`src/rtl/set_bit_walker_if.sv`:
```
// Handshake bundle for set_bit_walker: upstream word/valid/ready and the
// downstream one-hot beat stream. The DUT uses the slave modport; the
// producer/consumer side uses master.
interface set_bit_walker_if #(
  parameter int unsigned WIDTH = 8,
  parameter int unsigned IDX_W = (WIDTH > 1) ? $clog2(WIDTH) : 1
);

  // Upstream word channel
  logic [WIDTH-1:0] data_i;
  logic             data_val_i;
  logic             ready_o;

  // Downstream beat channel
  logic [WIDTH-1:0] onehot_o;
  logic [IDX_W-1:0] index_o;
  logic             data_val_o;
  logic             last_o;
  logic             ready_i;

  modport slave (
    input  data_i,
    input  data_val_i,
    output ready_o,
    output onehot_o,
    output index_o,
    output data_val_o,
    output last_o,
    input  ready_i
  );

  modport master (
    output data_i,
    output data_val_i,
    input  ready_o,
    input  onehot_o,
    input  index_o,
    input  data_val_o,
    input  last_o,
    output ready_i
  );

endinterface

```
`src/rtl/set_bit_walker.sv`:
```
// set_bit_walker: accepts a word and emits each of its set bits as a separate
// one-hot beat with a binary index and a last flag, MSB-first.
// Optional build macro SET_BIT_WALKER_LSB_FIRST_EN switches the walk order to
// LSB-first; handshake, latency and reset behaviour are unchanged.
module set_bit_walker #(
  parameter int unsigned WIDTH = 8,
  parameter int unsigned IDX_W = (WIDTH > 1) ? $clog2(WIDTH) : 1
) (
  input logic             clk_i,
  input logic             arst_n_i,
  set_bit_walker_if.slave bus
);

  typedef enum logic [0:0] {
    StIdle,
    StWalk
  } state_e;

  state_e           state_q;
  logic [WIDTH-1:0] residual_q;
  logic [WIDTH-1:0] onehot_q;
  logic [IDX_W-1:0] index_q;
  logic             last_q;

  // Selection source and the bit picked from it for the next beat
  logic [WIDTH-1:0] pick_src;
  logic [WIDTH-1:0] pick_onehot;
  logic [IDX_W-1:0] pick_index;
  logic             pick_single;

  logic accept;
  logic beat_done;

  assign accept    = (state_q == StIdle) && bus.data_val_i && (bus.data_i != '0);
  assign beat_done = (state_q == StWalk) && bus.ready_i;

  // Pick the next bit to present: from the incoming word when idle, otherwise
  // from the residual with the current beat's bit already removed.
  always_comb begin
    pick_src    = (state_q == StIdle) ? bus.data_i : (residual_q & ~onehot_q);
    pick_onehot = '0;
    pick_index  = '0;
`ifdef SET_BIT_WALKER_LSB_FIRST_EN
    // Scan downward so the lowest set bit is the final assignment.
    for (int i = int'(WIDTH) - 1; i >= 0; i--) begin
      if (pick_src[i]) begin
        pick_onehot    = '0;
        pick_onehot[i] = 1'b1;
        pick_index     = IDX_W'(i);
      end
    end
`else
    // Scan upward so the highest set bit is the final assignment.
    for (int i = 0; i < int'(WIDTH); i++) begin
      if (pick_src[i]) begin
        pick_onehot    = '0;
        pick_onehot[i] = 1'b1;
        pick_index     = IDX_W'(i);
      end
    end
`endif
    // Exactly one bit set: nonzero and clearing the lowest set bit gives zero.
    pick_single = (pick_src != '0) && ((pick_src & (pick_src - WIDTH'(1))) == '0);
  end

  // Walk FSM with registered beat outputs
  always_ff @(posedge clk_i or negedge arst_n_i) begin
    if (!arst_n_i) begin
      state_q    <= StIdle;
      residual_q <= '0;
      onehot_q   <= '0;
      index_q    <= '0;
      last_q     <= 1'b0;
    end else begin
      unique case (state_q)
        StIdle: begin
          // A zero word is dropped: no load, stay idle.
          if (accept) begin
            state_q    <= StWalk;
            residual_q <= bus.data_i;
            onehot_q   <= pick_onehot;
            index_q    <= pick_index;
            last_q     <= pick_single;
          end
        end
        StWalk: begin
          if (beat_done) begin
            if (last_q) begin
              state_q    <= StIdle;
              residual_q <= '0;
              onehot_q   <= '0;
              index_q    <= '0;
              last_q     <= 1'b0;
            end else begin
              residual_q <= residual_q & ~onehot_q;
              onehot_q   <= pick_onehot;
              index_q    <= pick_index;
              last_q     <= pick_single;
            end
          end
        end
        default: begin
          state_q <= StIdle;
        end
      endcase
    end
  end

  // Handshake flags decode straight from the state register.
  assign bus.ready_o    = (state_q == StIdle);
  assign bus.data_val_o = (state_q == StWalk);
  assign bus.onehot_o   = onehot_q;
  assign bus.index_o    = index_q;
  assign bus.last_o     = last_q;

endmodule

```
`src/flat_wrapper.sv`:
```
// flat-port wrapper written by rule: the top's interface ports become plain ports
module set_bit_walker_flat 
#(
  parameter int unsigned WIDTH = 8,
  parameter int unsigned IDX_W = (WIDTH > 1) ? $clog2(WIDTH) : 1
)
  (clk_i, arst_n_i, bus_data_i, bus_data_val_i, bus_ready_o, bus_onehot_o, bus_index_o, bus_data_val_o, bus_last_o, bus_ready_i);
  set_bit_walker_if #(.WIDTH(WIDTH), .IDX_W(IDX_W)) bus_i ();
  input logic clk_i;
  input logic arst_n_i;
  input wire logic [$bits(bus_i.data_i)-1:0] bus_data_i;
  input wire logic [$bits(bus_i.data_val_i)-1:0] bus_data_val_i;
  output wire logic [$bits(bus_i.ready_o)-1:0] bus_ready_o;
  output wire logic [$bits(bus_i.onehot_o)-1:0] bus_onehot_o;
  output wire logic [$bits(bus_i.index_o)-1:0] bus_index_o;
  output wire logic [$bits(bus_i.data_val_o)-1:0] bus_data_val_o;
  output wire logic [$bits(bus_i.last_o)-1:0] bus_last_o;
  input wire logic [$bits(bus_i.ready_i)-1:0] bus_ready_i;
  assign bus_i.data_i = bus_data_i;
  assign bus_i.data_val_i = bus_data_val_i;
  assign bus_ready_o = bus_i.ready_o;
  assign bus_onehot_o = bus_i.onehot_o;
  assign bus_index_o = bus_i.index_o;
  assign bus_data_val_o = bus_i.data_val_o;
  assign bus_last_o = bus_i.last_o;
  assign bus_i.ready_i = bus_ready_i;
  set_bit_walker #(.WIDTH(WIDTH), .IDX_W(IDX_W)) u_core (.clk_i(clk_i), .arst_n_i(arst_n_i), .bus(bus_i));
endmodule
```
`config.mk`:
```
export PLATFORM = sky130hd
export DESIGN_NAME = set_bit_walker_flat
export DESIGN_NICKNAME = d
export VERILOG_FILES = /design/src/rtl/set_bit_walker_if.sv /design/src/rtl/set_bit_walker.sv /design/src/flat_wrapper.sv
export SDC_FILE = /design/constraint.sdc
export NUM_CORES = 1
export LEC_CHECK = 0
export CORE_UTILIZATION = 25
export DETAILED_ROUTE_END_ITERATION = 6
export PLACE_DENSITY_LB_ADDON = 0.2
export SYNTH_ARGS = -nofsm -noshare
export SYNTH_HDL_FRONTEND = slang
export SYNTH_SLANG_ARGS = --single-unit
export TNS_END_PERCENT = 30
```
`constraint.sdc`:
```
create_clock -name clk_i -period 2.51 [get_ports clk_i]
set_input_delay 0.502 -clock clk_i [delete_from_list [all_inputs] [get_ports clk_i]]
set_output_delay 0.502 -clock clk_i [all_outputs]
set_load 0.02 [all_outputs]
```
# Word-level counts from Yosys, hierarchy flattened
# Index checks and enable logic that the tools add are counted.
# word_totals
reg_bits	21
inputBits	12
output_inout_bits	14
elab_cells	56
# classes
addsub	1
n_eq_ne	2
muxes	36
bitwise	4
reduce_logical	8
# ops
cell	count
2-to-1 mux 8 bit	14
case mux 8 bit (2 select lines)	2
2-to-1 mux 3 bit	9
AND 8 bit	2
nonzero test 8 bit	2
logical NOT 8 bit	1
2-to-1 mux 1 bit	8
NOT 8 bit	1
subtractor 8 x 1 -> 8 bit, second input constant	1
case mux 3 bit (2 select lines)	1
logical AND 1 bit	4
case mux 1 bit (2 select lines)	2
inequality test 2 x 1 -> 1 bit, second input constant	1
inequality test 2 bit, second input constant	1
AND reduction 2 bit	1
NOT 1 bit	1

# Depth between registers and ports, before layout
# Gate-level depths: netlist of run 1.
# depth
word_depth	14
ltp_mapped	7

# Worst setup path before layout of run 1
# OpenSTA, ideal clock, no wires.
# synth_path
kind	flip-flop to flip-flop
from	register u_core.state_q, in the netlist u_core.bus.data_val_o
to	register u_core.last_q, in the netlist u_core.bus.last_o
setup_ns	0.135
arrival_time_ns	1.591
required_time_ns	2.375
path_slack_ns	0.784
stages_incl_launch_ff	8
n_path_buf	1
period_less_slack_ns	1.726
path_cell_list	dfrtp_1 buf_4 nand2_1 a2bb2oi_2 xnor2_1 mux2i_1 o41ai_1 o31ai_1
# synth_between
elab_chain_cells	8
word_cells_on_any_way	17
# synth_rtl
item	line	source
start, declared	set_bit_walker.sv:19	state_e state_q;
start signal, assigned	set_bit_walker.sv:69	state_q <= StIdle;
start signal, assigned	set_bit_walker.sv:79	state_q <= StWalk;
start signal, assigned	set_bit_walker.sv:89	state_q <= StIdle;
2-to-1 mux 8 bit	set_bit_walker.sv:40	pick_src = (state_q == StIdle) ? bus.data_i : (residual_q & ~onehot_q);
subtractor 8 x 1 -> 8 bit	set_bit_walker.sv:63	pick_single = (pick_src != '0) && ((pick_src & (pick_src - WIDTH'(1))) == '0);
AND 8 bit	set_bit_walker.sv:63	
logical NOT 8 bit	set_bit_walker.sv:63	
logical AND 1 bit	set_bit_walker.sv:63	
2-to-1 mux 1 bit	set_bit_walker.sv:88	if (last_q) begin
2-to-1 mux 1 bit	set_bit_walker.sv:87	if (beat_done) begin
case mux 1 bit (2 select lines)	set_bit_walker.sv:75	unique case (state_q)
end signal, assigned	set_bit_walker.sv:83	last_q <= pick_single;
end signal, assigned	set_bit_walker.sv:98	last_q <= pick_single;
end, declared	set_bit_walker.sv:23	logic last_q;
# Several ways; a longest one is shown, not always the timed one. The select of a mux whose other input is x is not followed.
# A chain may end at the register's enable or synchronous reset.

# Final worst setup path of run 1
# layout_path
from	input bus_data_i[1]
to	register u_core.onehot_q[4], in the netlist u_core.bus.onehot_o[4]
# layout_between
elab_chain_cells	4
# layout_rtl
item	line	source
start, declared	flat_wrapper.sv:11	input wire logic [$bits(bus_i.data_i)-1:0] bus_data_i;
nonzero test 8 bit	set_bit_walker.sv:34	assign accept = (state_q == StIdle) && bus.data_val_i && (bus.data_i != '0);
logical AND 1 bit	set_bit_walker.sv:34	
inequality test 2 x 1 -> 1 bit (no line)	-	
AND reduction 2 bit (no line)	-	
end signal, assigned	set_bit_walker.sv:81	onehot_q <= pick_onehot;
end signal, assigned	set_bit_walker.sv:96	onehot_q <= pick_onehot;
end, declared	set_bit_walker.sv:21	logic [WIDTH-1:0] onehot_q;
# No other way between the ends.

==> impl_results.md, run 1 <==
* Gpl congestion at 0.816
* R2R Setup Slk at 690 ps
* PwrDens at 1350 nW/µm²
* Post-Route WL at 3240 µm
* Fmax at 452 MHz
* Finish-stage setup viols at 0
* Synthesized area per cell at 10.3 µm²
* Final Instance Area at 1590 µm²
* Initial antenna violation count at 0
* Setup crit end: u_core.bus.onehot_o[4]$_DFFE_PN0P_
* Final Core Density at 35.5%
* Crit-path cells: clkdlybuf4s50_1 -> nor4_1 -> a211oi_2 -> a21oi_2 -> buf_4 -> nor2_1 -> a32o_1
* #FFs+latches synth at 21
* Placeable Area at 4470 µm²
* Skew-Pair Late Insertion Delay at 260 ps
* Synth area leaders: dfrtp_1, a22o_1, a2bb2oi_2
* WP data required at 2660 ps
* Most frequent cell after synthesis: dfrtp_1
* I/O pin cnt at 26
* Number of remaining DRC errors at 6
* Number of enable flip-flop cells after synthesis at 0
* CTS buffer count at 3
* Vias/cell at 5.13
* # Max-Cap Violations at 0
* Worst vdd ir at 0.315 mV
* Main flop type after synthesis: dfrtp_1
* Critical path depth at 7
* Reg2reg end: u_core.bus.onehot_o[0]$_DFFE_PN0P_
* Placed cell area at 1540 µm²
* # nets final at 162
* Post-CTS Setup Repair Bufs at 0
* Die Y at 71.0 µm
* Antenna fix cells at 0
* Worst setup EP type: flip-flop
* Largest net degree at the start of global routing at 22
* Slew HR at 72.8%
* H-tree levels at 1
* Synth Cell Area at 1190 µm²
* Pleak at 0.665 nW
* CP max FO at 7
* Vias in the first global route at 1090
* Worst R2R Start: u_core.bus.data_val_o$_DFF_PN0_
* DP Wirelength at 2440 µm
* Crit-path max cell delay at 500 ps
* Top cell type's share of synthesized area at 44.2%
* Final setup TNS at 0 ps
* Worst Setup SP: bus_data_i[1]
* Global-route wire length before repair at 5430 µm
* Critical Path AT at 2360 ps
* Slowest CP cell: clkdlybuf4s50_1
* Share of layout cells above drive strength 1 at 18.1%
* WL per Instance at 16.1 µm
* Mapped Cells at 115
* Min cycle time layout at 2210 ps
* Slew Limit Fails at 0
* CTS Sinks at 21
* CP delay by family, top: buffers and inverters
* Worst R2R Path Depth at 7
* GRT Total Usage at 13.9%
* Post-CTS sizing at 0
* DRT iter0 DRCs at 87
* Unique cell type count in the Yosys netlist at 35
* Synth-to-Final Area Change at 33.5%
* Cell taking the most area after synthesis: dfrtp_1
* Setup CP Type: primary input to flip-flop
* Clk buf depth at 2
* Crit share post-route at 88.1%
* Detail Route Antenna Nets at 0
* CP Launch Type: primary input
* Number of buffers and inverters on the critical path at 2
* Failing checks: DRC
* Die ar. at 5040 µm²
* Clk slew on worst S/H paths at 80 ps
* HP Class: flip-flop to flip-flop
* Least-Margin Pin Slew at 407 ps
* Via count at 1032
* Post-Syn Nets at 127
* Post-synth ARST share at 100%
* CTS tree: yes
* Hold Slack at 492 ps
* Grt total ovfl at 0
* Drt pass-1 iters at 6
* # rows at 24
* Status: complete, but fails checks
* Die X at 71.0 µm
* RSZ-0062 raised after global routing: no
* Hold Vio Cnt, Final at 0
* Seq/Total Area, Yosys at 44.2%
* Ys Warns at 0
* PortBufs at 25
* Hold buffers post-CTS at 0
* Most frequent cells after synthesis: dfrtp_1, nand2_1, o21ai_0
* Root Driver: clkbuf_8
* Setup Skew at 1.46 ps
* Starting Density at 26.6%
-- stage by stage --
stage	total power, W	setup slack (ps)	std cells
6_report	0.00215	299	201
5_1_grt	0.00233	167	201
4_1_cts	0.00218	300	201
3_5_place_dp	0.00194	25.4	197
3_3_place_gp	0.00194	37.9	197
2_1_floorplan	0.00150	784	115
-- flip-flops by register name (all words and copies together), names as in the netlist --
| register | flops |
|---|---|
| u_core.bus.onehot_o | 8 |
| u_core.residual_q | 8 |
| u_core.bus.index_o | 3 |
| u_core.bus.data_val_o | 1 |
| u_core.bus.last_o | 1 |
-- how the worst min path moves through the flow --
stage,startpoint,end,slack (ps),depth (start not counted)
final,u_core.bus.index_o[0]$_DFFE_PN0P_,u_core.bus.index_o[0]$_DFFE_PN0P_,490,2
after global routing,u_core.bus.index_o[0]$_DFFE_PN0P_,u_core.bus.index_o[0]$_DFFE_PN0P_,520,2
after CTS,u_core.bus.index_o[0]$_DFFE_PN0P_,u_core.bus.index_o[0]$_DFFE_PN0P_,500,2
after detailed placement,u_core.bus.index_o[1]$_DFFE_PN0P_,u_core.bus.index_o[1]$_DFFE_PN0P_,480,2
after global placement,u_core.bus.index_o[0]$_DFFE_PN0P_,u_core.bus.index_o[0]$_DFFE_PN0P_,470,2
after floorplan,arst_n_i,u_core.bus.data_val_o$_DFF_PN0_,210,0
-- final cells by class --
| class | instances | area [µm²] |
|---|---|---|
| clock buffer | 4 | 45.0 |
| tap | 52 | 65.1 |
| multi-input combinational | 86 | 621 |
| fill | 450 | 2890 |
| inverter | 4 | 15.0 |
| timing repair buffer | 34 | 318 |
| sequential | 21 | 526 |
-- routing by layer --
metal  track usage, %  routed length, µm  up-vias  share of wire [%]
li1                 -                  -      496                  -
met1             17.8               1470      501                 45
met2             23.7               1530       31                 47
met3             1.99                194        4                6.0
met4             5.33                 49        0                1.5
met5                0                  0        -                  0
-- worst reg2reg max path: cells and delay by family (launching register included) --
family | cells | cell delay, ps
flip-flops | 1 | 460
AND/OR/NAND/NOR | 4 | 590
buffers and inverters | 1 | 210
AO/OA/AOI/OAI | 2 | 480
-- where the power goes --
part | switching [W] | leakage (nW) | internal (W) | total [W]
clock | 0.000110 | 0.0228 | 0.000113 | 0.000223
sequential | 0.000129 | 0.270 | 0.000481 | 0.000611
combinational | 0.000709 | 0.372 | 0.000610 | 0.00132
-- cell families (layout without fill, tap and decap cells) --
group | Yosys count | in the layout | synth area share [%]
compound gates | 51 | 51 | 36.9
mux | 1 | 1 | 0.841
simple gates | 32 | 32 | 12.8
xor+xnor | 1 | 1 | 0.736
buf+inv | 8 | 42 | 3.68
flops | 21 | 21 | 44.2
fa+ha+maj | 1 | 1 | 0.841
-- cells in the final DEF (no fill, tap or decap), types with 3 or more instances in the layout --
master           count
dfrtp_1             21
clkdlybuf4s50_1     25
buf_4                9
o21ai_0             15
a22o_1              11
a21oi_1              5
clkbuf_8             3
inv_1                3
a2bb2oi_2            5
nor2_1               5
nand2_1             17
(Power assumes the default switching activity.)
==> run 2: changes to the inputs <==
==> constraint.sdc (replaced) <==
create_clock -name clk_i -period 2.4 [get_ports clk_i]
set_input_delay 0.48 -clock clk_i [delete_from_list [all_inputs] [get_ports clk_i]]
set_output_delay 0.48 -clock clk_i [all_outputs]
set_load 0.02 [all_outputs]
==> run 2 against run 1 <==
  * The run still ends with DRC left
  * First-iteration DRC count shrank 2.3%
  * Highest routed layer unchanged
  * Combinational power up 6%
  * Routed wire length is 2.5% lower
  * Clock skew up 1.5 ps
  * Critical endpoint is now bus_ready_o
  * Sequential power rose by 5.1%
  * Via count up 2.6%
  * Largest cell class unchanged
  * Hold slack got worse by 3.4 ps
==> impl_results.md, run 2 (same netlist as run 1, synthesis figures left out) <==
* Status: complete, but fails checks
* Failing checks: DRC
* Crit share post-route at 89.2%
* Post-CTS Setup Repair Bufs at 0 (unchanged)
* Number of buffers and inverters on the critical path at 2 (unchanged)
* Synth-to-Final Area Change at 34.8%
* Worst vdd ir at 0.330 mV (+4.7%)
* Worst setup EP type: output pin
* Die ar. at 5040 µm² (unchanged)
* CP delay by family, top: buffers and inverters
* Min cycle time layout at 2140 ps
* Antenna fix cells at 0 (unchanged)
* WL per Instance at 15.6 µm (-3.4%)
* Via count at 1059 (+2.6%)
* Hold Path End: u_core.bus.index_o[0]$_DFFE_PN0P_
* Pleak at 0.674 nW (+1.4%)
* Slew HR at 77.8% (+4.9 points)
* PortBufs at 25 (unchanged)
* Gpl congestion at 0.797 (-2.3%)
* Root Driver: clkbuf_8
* Most common cell after layout, fill and taps aside: clkdlybuf4s50_1
* Starting Density at 26.6% (unchanged)
* Largest net degree at the start of global routing at 22 (unchanged)
* CTS buffer count at 3 (unchanged)
* PwrDens at 1420 nW/µm² (+4.7%)
* # nets final at 164 (+1.2%)
* Post-Route WL at 3160 µm (-2.5%)
* CP Launch Type: flip-flop
* Detail Route Antenna Nets at 0 (unchanged)
* CTS Sinks at 21 (unchanged)
* Fillers at 447 (-0.67%)
* Critical Path AT at 1660 ps (-700 ps)
* Vias in the first global route at 1035 (-5.0%)
* Worst R2R Start: u_core.bus.data_val_o$_DFF_PN0_
* Drt pass-1 iters at 6 (unchanged)
* Grt total ovfl at 0 (unchanged)
* Number of remaining DRC errors at 3 (-3)
* Hold buffers post-CTS at 0 (unchanged)
* H-tree levels at 1 (unchanged)
* RSZ-0062 raised after global routing: no
* Die X at 71.0 µm (unchanged)
* Die Y at 71.0 µm (unchanged)
* Pwr Total at 0.00227 W (+5.7%)
* # Max-Cap Violations at 0 (unchanged)
* Hold path cells at 2 (unchanged)
* DRT iter0 DRCs at 85 (-2.3%)
* Global-route wire length before repair at 5220 µm (-3.9%)
* Most frequent cells in the layout: clkdlybuf4s50_1, dfrtp_1, nand2_1
* Crit-path max cell delay at 670 ps (+170 ps)
* Slew Limit Fails at 0 (unchanged)
* Hold Crit Start: u_core.bus.index_o[0]$_DFFE_PN0P_
* Finish-stage setup viols at 0 (unchanged)
* Vias/cell at 5.22 (+1.6%)
* Worst R2R Path Depth at 6 (-1)
* HP Class: flip-flop to flip-flop
* Reg2reg end: u_core.bus.onehot_o[4]$_DFFE_PN0P_
* Clk buf depth at 2 (unchanged)
* Setup CP Type: flip-flop to output pin
* DP Wirelength at 2400 µm (-1.6%)
* R2R Setup Slk at 560 ps (-130 ps)
* Final setup TNS at 0 ps (unchanged)
* Fmax at 467 MHz
* Share of layout cells above drive strength 1 at 19.2% (+1.1 points)
* Initial antenna violation count at 0 (unchanged)
* Worst Setup SP: u_core.bus.data_val_o$_DFF_PN0_
* Placeable Area at 4470 µm² (unchanged)
* Slowest CP cell: clkdlybuf4s50_1
* I/O pin cnt at 26 (unchanged)
* CP max FO at 11 (+4)
* Least-Margin Pin Slew at 334 ps (-73.4 ps)
* Hold Vio Cnt, Final at 0 (unchanged)
* Clk slew on worst S/H paths at 80 ps (about the same)
* Post-CTS sizing at 0 (unchanged)
* CTS tree: yes
* Skew-Pair Late Insertion Delay at 260 ps (about the same)
* Sequential cell area at 526 µm² (unchanged)
* # rows at 24 (unchanged)
* Setup Skew at 2.99 ps (+1.54 ps)
* Multi-input gate area at 621 µm² (unchanged)
* Crit-path cells: inv_2 -> clkdlybuf4s50_1
* WP data required at 1920 ps (-740 ps)
* GRT Total Usage at 13.5% (-0.43 points)
==> run 2: cell types whose count changed in the layout (fill, tap and decap cells not counted), sizes merged <==
cell / change
buf: +2
==> run 2: area by class of cell <==
class                           instances  area share (%)
Inverter                                4           0.936
Tap cell                               52            4.06
Sequential cell                        21            32.8
Multi-Input combinational cell         86            38.7
Clock buffer                            4            2.81
Timing Repair Buffer                   36            20.7
==> run 2: layer usage <==
layer | global-route usage, % | wire [µm] | vias to the layer above
met2 | 21.9 | 1440 | 35
met4 | 5.11 | 34 | 0
met1 | 18.1 | 1530 | 516
met3 | 2.14 | 160 | 2
met5 | 0 | 0 | -
li1 | - | - | 506
==> run 2: per-stage QoR <==
stage	cells	cell area (µm²)	hold WS, ps	utilization [%]	setup WS (ps)
2_1_floorplan	115	1190	184	-	674
3_3_place_gp	199	1560	476	34.8	60.4
3_5_place_dp	199	1560	481	34.8	76.8
4_1_cts	203	1600	500	35.9	237
5_1_grt	203	1600	523	35.9	203
6_report	203	1600	488	35.9	259
==> run 2: worst min-delay path, cell delays in order (launching register included) <==
cell and delay, ps:
dfrtp_1 350, nand2_1 40, o21ai_0 60
==> run 2: worst max-delay path by stage <==
| stage | endpoint | slack (ps) | cells past startpoint |
|---|---|---|---|
| floorplan | u_core.bus.last_o$_DFFE_PN0P_ | 670 | 7 |
| global placement | u_core.bus.onehot_o[4]$_DFFE_PN0P_ | 60 | 6 |
| detailed placement | u_core.bus.onehot_o[4]$_DFFE_PN0P_ | 80 | 6 |
| CTS | bus_ready_o | 240 | 2 |
| global route | bus_ready_o | 200 | 2 |
| finish | bus_ready_o | 260 | 2 |
==> run 2: power breakdown <==
group | leakage [nW] | total (W) | internal, W | switching, W
Combinational | 0.381 | 0.00140 | 0.000656 | 0.000741
Clock | 0.0228 | 0.000236 | 0.000118 | 0.000118
Sequential | 0.270 | 0.000642 | 0.000503 | 0.000138
